==> config.mk <==
export PLATFORM = sky130hd
export DESIGN_NAME = pipe_stage_buf
export DESIGN_NICKNAME = d
export VERILOG_FILES = /design/src/rtl/pipe_pkg.sv /design/src/rtl/pipe_skid_slot.sv /design/src/rtl/pipe_stage_buf.sv
export SDC_FILE = /design/constraint.sdc
export NUM_CORES = 1
export LEC_CHECK = 0
export ABC_AREA = 1
export ABC_CLOCK_PERIOD_IN_PS = 8780
export CORE_MARGIN = 3
export CORE_UTILIZATION = 45
export CTS_CLUSTER_SIZE = 8
export DETAILED_ROUTE_END_ITERATION = 8
export PLACE_DENSITY = 0.85
export SLEW_MARGIN = 20
export SYNTH_ARGS = -nofsm -noshare
export SYNTH_HDL_FRONTEND = slang
export SYNTH_SLANG_ARGS = --single-unit
==> constraint.sdc <==
create_clock -name clk_in -period 8.78 [get_ports clk_in]
set_clock_uncertainty 0.05 [all_clocks]
set_input_delay 1.317 -clock clk_in [delete_from_list [all_inputs] [get_ports clk_in]]
set_output_delay 1.317 -clock clk_in [all_outputs]
set_load 0.05 [all_outputs]
==> src/rtl/pipe_pkg.sv <==
// Shared types and constants for the pipeline stage buffer (pipe_stage_buf).
package pipe_pkg;

  typedef enum logic [1:0] {
    EMPTY = 2'd0,
    ONE   = 2'd1,
    TWO   = 2'd2
  } state_t;

  typedef logic [1:0] occ_t;

  localparam int STALL_W_DEF   = 6;
  localparam int PAYLOAD_W_MAX = 1024;
  localparam logic [PAYLOAD_W_MAX-1:0] ZERO_PAYLOAD = '0;

endpackage

==> src/rtl/pipe_skid_slot.sv <==
// One payload register with clear (priority) and load; used for the main and skid entries.
module pipe_skid_slot
  import pipe_pkg::*;
#(
  parameter int W = 76
) (
  input  logic         clk_in,
  input  logic         rst_in,
  input  logic         i_load,
  input  logic         i_clear,
  input  logic [W-1:0] i_data,
  output logic [W-1:0] o_data
);

  logic [W-1:0] r_data;

  always_ff @(posedge clk_in or posedge rst_in) begin
    if (rst_in) begin
      r_data <= ZERO_PAYLOAD[W-1:0];
    end else if (i_clear) begin
      r_data <= ZERO_PAYLOAD[W-1:0];
    end else if (i_load) begin
      r_data <= i_data;
    end
  end

  assign o_data = r_data;

endmodule

==> src/rtl/pipe_stage_buf.sv <==
// Two-entry pipeline stage buffer with stall, flush, global enable and bubble counter.
// Macro PIPE_SKID_EN adds the skid entry and a registered in_ready; undefined gives one entry.
module pipe_stage_buf
  import pipe_pkg::*;
#(
  parameter int PAYLOAD_W = 76,
  parameter int STALL_W   = STALL_W_DEF,
  parameter int STAGE_IDX = 3,
  parameter int CNT_W     = 16
) (
  input  logic                 clk_in,
  input  logic                 rst_in,
  input  logic                 rdy_in,
  input  logic [STALL_W-1:0]   stall_in,
  input  logic                 flush_in,
  input  logic                 in_valid,
  output logic                 in_ready,
  input  logic [PAYLOAD_W-1:0] in_data,
  output logic                 out_valid,
  input  logic                 out_ready,
  output logic [PAYLOAD_W-1:0] out_data,
  output occ_t                 occupancy,
  output logic [CNT_W-1:0]     bubble_cnt
);

`ifdef PIPE_SKID_EN
  localparam bit SKID_EN = 1'b1;
`else
  localparam bit SKID_EN = 1'b0;
`endif

  state_t               r_state;
  state_t               w_state_next;
  logic                 r_in_en;
  logic [CNT_W-1:0]     r_bubble_cnt;
  logic                 w_hold_up;
  logic                 w_hold_dn;
  logic                 w_in_fire;
  logic                 w_out_fire;
  logic                 w_bubble;
  logic                 w_main_load;
  logic                 w_main_clear;
  logic                 w_skid_load;
  logic                 w_skid_clear;
  logic [PAYLOAD_W-1:0] w_main_din;
  logic [PAYLOAD_W-1:0] w_main_q;
  logic [PAYLOAD_W-1:0] w_skid_q;
  logic                 w_unused_stall;

  assign w_hold_up      = stall_in[STAGE_IDX];
  assign w_hold_dn      = stall_in[STAGE_IDX+1];
  assign w_unused_stall = ^stall_in;

  assign out_valid  = (r_state != EMPTY);
  assign out_data   = w_main_q;
  assign w_in_fire  = in_valid & in_ready & rdy_in & ~w_hold_up & ~flush_in;
  assign w_out_fire = out_valid & out_ready & rdy_in & ~w_hold_dn & ~flush_in;
  assign w_bubble   = rdy_in & ~w_hold_dn & out_ready & ~out_valid;

  always_comb begin
    w_state_next = r_state;
    w_main_load  = 1'b0;
    w_main_clear = 1'b0;
    w_skid_load  = 1'b0;
    w_skid_clear = 1'b0;
    w_main_din   = in_data;
    if (rdy_in) begin
      if (flush_in) begin
        w_state_next = EMPTY;
        w_main_clear = 1'b1;
        w_skid_clear = 1'b1;
      end else begin
        case (r_state)
          EMPTY: begin
            if (w_in_fire) begin
              w_state_next = ONE;
              w_main_load  = 1'b1;
            end
          end
          ONE: begin
            if (w_in_fire && w_out_fire) begin
              w_main_load = 1'b1;
            end else if (w_out_fire) begin
              w_state_next = EMPTY;
              w_main_clear = 1'b1;
            end else if (w_in_fire && SKID_EN) begin
              w_state_next = TWO;
              w_skid_load  = 1'b1;
            end
          end
          TWO: begin
            // Skid always drains into main so ordering stays FIFO.
            if (w_out_fire) begin
              w_state_next = ONE;
              w_main_din   = w_skid_q;
              w_main_load  = 1'b1;
              w_skid_clear = 1'b1;
            end
          end
          default: begin
            w_state_next = EMPTY;
            w_main_clear = 1'b1;
            w_skid_clear = 1'b1;
          end
        endcase
      end
    end
  end

  always_ff @(posedge clk_in or posedge rst_in) begin
    if (rst_in) begin
      r_state      <= EMPTY;
      r_bubble_cnt <= '0;
    end else begin
      r_state <= w_state_next;
      if (w_bubble && (r_bubble_cnt != {CNT_W{1'b1}})) begin
        r_bubble_cnt <= r_bubble_cnt + 1'b1;
      end
    end
  end

  pipe_skid_slot #(.W(PAYLOAD_W)) u_main (
    .clk_in  (clk_in),
    .rst_in  (rst_in),
    .i_load  (w_main_load),
    .i_clear (w_main_clear),
    .i_data  (w_main_din),
    .o_data  (w_main_q)
  );

`ifdef PIPE_SKID_EN
  pipe_skid_slot #(.W(PAYLOAD_W)) u_skid (
    .clk_in  (clk_in),
    .rst_in  (rst_in),
    .i_load  (w_skid_load),
    .i_clear (w_skid_clear),
    .i_data  (in_data),
    .o_data  (w_skid_q)
  );

  // Registered "not full" flag keeps out_ready off the in_ready path.
  always_ff @(posedge clk_in or posedge rst_in) begin
    if (rst_in) begin
      r_in_en <= 1'b0;
    end else begin
      r_in_en <= (w_state_next != TWO);
    end
  end

  assign in_ready = r_in_en & rdy_in;
`else
  logic w_unused_skid;

  assign w_skid_q      = '0;
  assign w_unused_skid = w_skid_load | w_skid_clear;

  // Here r_in_en only marks that reset has been released.
  always_ff @(posedge clk_in or posedge rst_in) begin
    if (rst_in) begin
      r_in_en <= 1'b0;
    end else begin
      r_in_en <= 1'b1;
    end
  end

  assign in_ready = r_in_en & rdy_in & ((r_state == EMPTY) | w_out_fire);
`endif

  always_comb begin
    occupancy = 2'd0;
    case (r_state)
      ONE:     occupancy = 2'd1;
      TWO:     occupancy = 2'd2;
      default: occupancy = 2'd0;
    endcase
  end

  assign bubble_cnt = r_bubble_cnt;

endmodule

==> key figures <==
Run status
  • Status: completed

Final layout
  • ANT cells: 0
  • Final nets: 737
  • Final std cells w/o fill: 760
  • Seq. cell area: 2352 um2
  • Multi-input gate area: 1549 um2
  • Layout cells sized above 1: 0.04601
  • Layout area overhead: 47.98%
  • Filler Cell Count: 691

Timing
  • Fmax: 217.9 MHz
  • Min Tclk post-route: 4589 ps
  • Max_slew headroom: 0.3151
  • Min Hold Slack: 449.2 ps
  • Post-route setup slack: 4191 ps
  • Slew Viols, Final: 0
  • Slew @ Worst Pin: 1026 ps
  • Hold Vio Cnt, Final: 0
  • Unrepaired setup endpoints after global routing: false
  • Setup TNS Final: 0 ps
  • Endpoints failing setup: 0
  • Fin crit share: 0.5227

Setup path
  • Crit end category: output pin
  • WP data required: 7410 ps
  • Critical Path AT: 3220 ps
  • Critical Path Source Type: primary input
  • Setup slack, reg-to-reg: 5780 ps
  • Setup Crit Path Kind: primary input to output pin
  • CP Max Fanout: 5

Die
  • Core region area: 8848 um2
  • Die Wd: 102.1 um
  • Ports: 184
  • Row Count: 34
  • Die H: 102.1 um
  • Die Footprint: 10420 um2
  • Initial Utilization: 0.4695

Global route
  • All-Layer GR Usage: 0.2115
  • Largest net degree at the start of global routing: 95
  • First-pass GRT wire length: 17510 um
  • Gr ovfl total: 0
  • Vias in the first global route: 3584
  • Initial antenna violation count: 0

Placed design
  • Final Wtd Congestion: 0.8235
  • Dpl cells: 745
  • Worst slack, placed: 4200 ps
  • Detailed-placement wirelength estimate: 7622 um
  • IO Port Bufs: 178

Route
  • Via count: 3769
  • ANT nets after route: 0
  • Final wirelength: 10910 um
  • 1st-pass router iterations: 5
  • Drt first-iter violations: 136
  • Via density: 4.959
  • Residual DRC: 0
  • Post-DR wirelength/cell: 14.35 um

Yosys
  • FFs w/ async S/R, synth: 1.000
  • Synth unique cells: 24
  • Synth Instances: 485
  • Syn. warnings: 0
  • Synth top area share: 0.5663
  • Mapped cell area: 4154 um2
  • Area leader, netlist: dfrtp_1
  • Post-synth EDFFs: 0
  • Dominant synthesized flop cell: dfrtp_1
  • Syn_nets: 574
  • Top post-synthesis cells by area: dfrtp_1, nand2_1, nand3_1
  • Register area share after synthesis: 0.5663
  • Synth Register Bits: 94
  • Syn_area_per_cell: 8.565 um2

Power
  • Logic pwr share: 0.231
  • Pint: 725.5 uW
  • Psw: 322.9 uW
  • Max VDD drop: 0.09583 mV
  • Sequential share of power: 0.458
  • Switching share of power: 0.3080
  • Clk pwr share: 0.311
  • PD cells: 170.6 nW/um2
  • LEAKAGE: 0.003053 uW

Clocking
  • CTS tree: done
  • Clock Sink Count: 94
  • Clk Latency, worst-skew pair: 340 ps
  • CTS root buf: clkbuf_8
  • Clock Tree Buf Depth: 2
  • Hold buffer count at CTS: 0
  • Number of buffers created by CTS: 9
  • Post-CTS resize count: 0
  • Post-CTS setup buffer count: 0
  • Clock transition at path regs: 80 ps
  • Htree depth: 3

Job
  • MaxCap Viol Count: 0

Hold path
  • Min-Delay Path Class: flip-flop to flip-flop
## power by group through the flow
stage | combinational (uW) | sequential (uW) | clock [uW]
2_1_floorplan | 60.9 | 569 | 0
3_3_place_gp | 240 | 488 | 0
3_5_place_dp | 244 | 489 | 0
4_1_cts | 245 | 481 | 335
5_1_grt | 258 | 485 | 354
6_report | 242 | 481 | 326
## state kept, by name, indices dropped and copies added, names as in the netlist
signal and count:
r_in_en 1, bubble_cnt 16, u_main.o_data 76, r_state 1
## kinds of logic (layout without fill, tap and decap cells)
logic type / after synthesis / count (layout) / share of synthesized area
other: 2 / 2 / 0.001808
buffers and inverters: 49 / 216 / 0.06144
AND/OR/NAND/NOR: 319 / 319 / 0.3292
XOR/XNOR: 14 / 14 / 0.02952
adder cells (fa/ha/maj): 1 / 1 / 0.003012
flip-flops: 94 / 94 / 0.5663
AO/OA/AOI/OAI: 6 / 6 / 0.008736
## final timing paths
kind / startpoint / depth (start not counted) / to
max: rdy_in / 6 / in_ready
min: u_main.o_data[12]$_DFFE_PP0P_ / 2 / u_main.o_data[12]$_DFFE_PP0P_
max reg2reg: r_state[0]$_DFFE_PP0P_ / 7 / u_main.o_data[13]$_DFFE_PP0P_
min reg2reg: u_main.o_data[12]$_DFFE_PP0P_ / 2 / u_main.o_data[12]$_DFFE_PP0P_
max in group asynchronous: rst_in / 2 / u_main.o_data[48]$_DFFE_PP0P_
min in group asynchronous: rst_in / 2 / u_main.o_data[28]$_DFFE_PP0P_
## cell usage after synthesis, types with 4 or more instances
cell type,instances
xnor2_1,8
nand2_1,209
buf_6,7
nor2_1,12
buf_1,7
xor2_1,6
dfrtp_1,94
nand3_1,83
o21ai_0,4
nand3_2,4
buf_2,9
nand4_1,6
inv_1,18
## per-stage QoR
step                cell area, um2  total power, uW  utilization
floorplan                     4154            629.7            -
global placement              5914            727.5       0.6684
detailed placement            5917            732.6       0.6687
CTS                           6146             1060       0.6946
global route                  6147             1097       0.6947
finish                        6147             1048       0.6947
## metal layers
metal / routed length (um) / part of all wire / track usage
met1: 4382 / 0.40 / 0.2751
met2: 5483 / 0.50 / 0.3383
met3: 830 / 0.076 / 0.05870
met4: 208 / 0.019 / 0.08073
met5: 0 / 0 / 0
## area by class of cell
cell class	instances	share of cell area
clock buffers	11	0.02463
inverters	21	0.01384
flip-flops and latches	94	0.3827
well taps	108	0.02198
repair buffers	180	0.2923
clock inverters	4	0.01262
multi-input cells	342	0.2520
## cells in the final DEF (no fill, tap or decap), types with 2 or more instances in the layout
cell type,count
nand2_1,208
clkdlybuf4s50_1,178
dfrtp_1,94
nand3_1,83
inv_1,17
nor2_1,12
clkbuf_8,11
xnor2_1,8
nand4_1,6
xor2_1,6
nand3_2,4
o21ai_0,4
inv_6,3
inv_2,2
nand2_2,2
nor3_1,2
conb_1,2
bufinv_16,2
buf_4,2
## critical path, stage by stage
cell and delay (ps):
clkdlybuf4s50_1 590, nand3_2 140, inv_2 80, nand3_2 70, a21oi_2 170, clkdlybuf4s50_1 850
(Power assumes the default switching activity.)
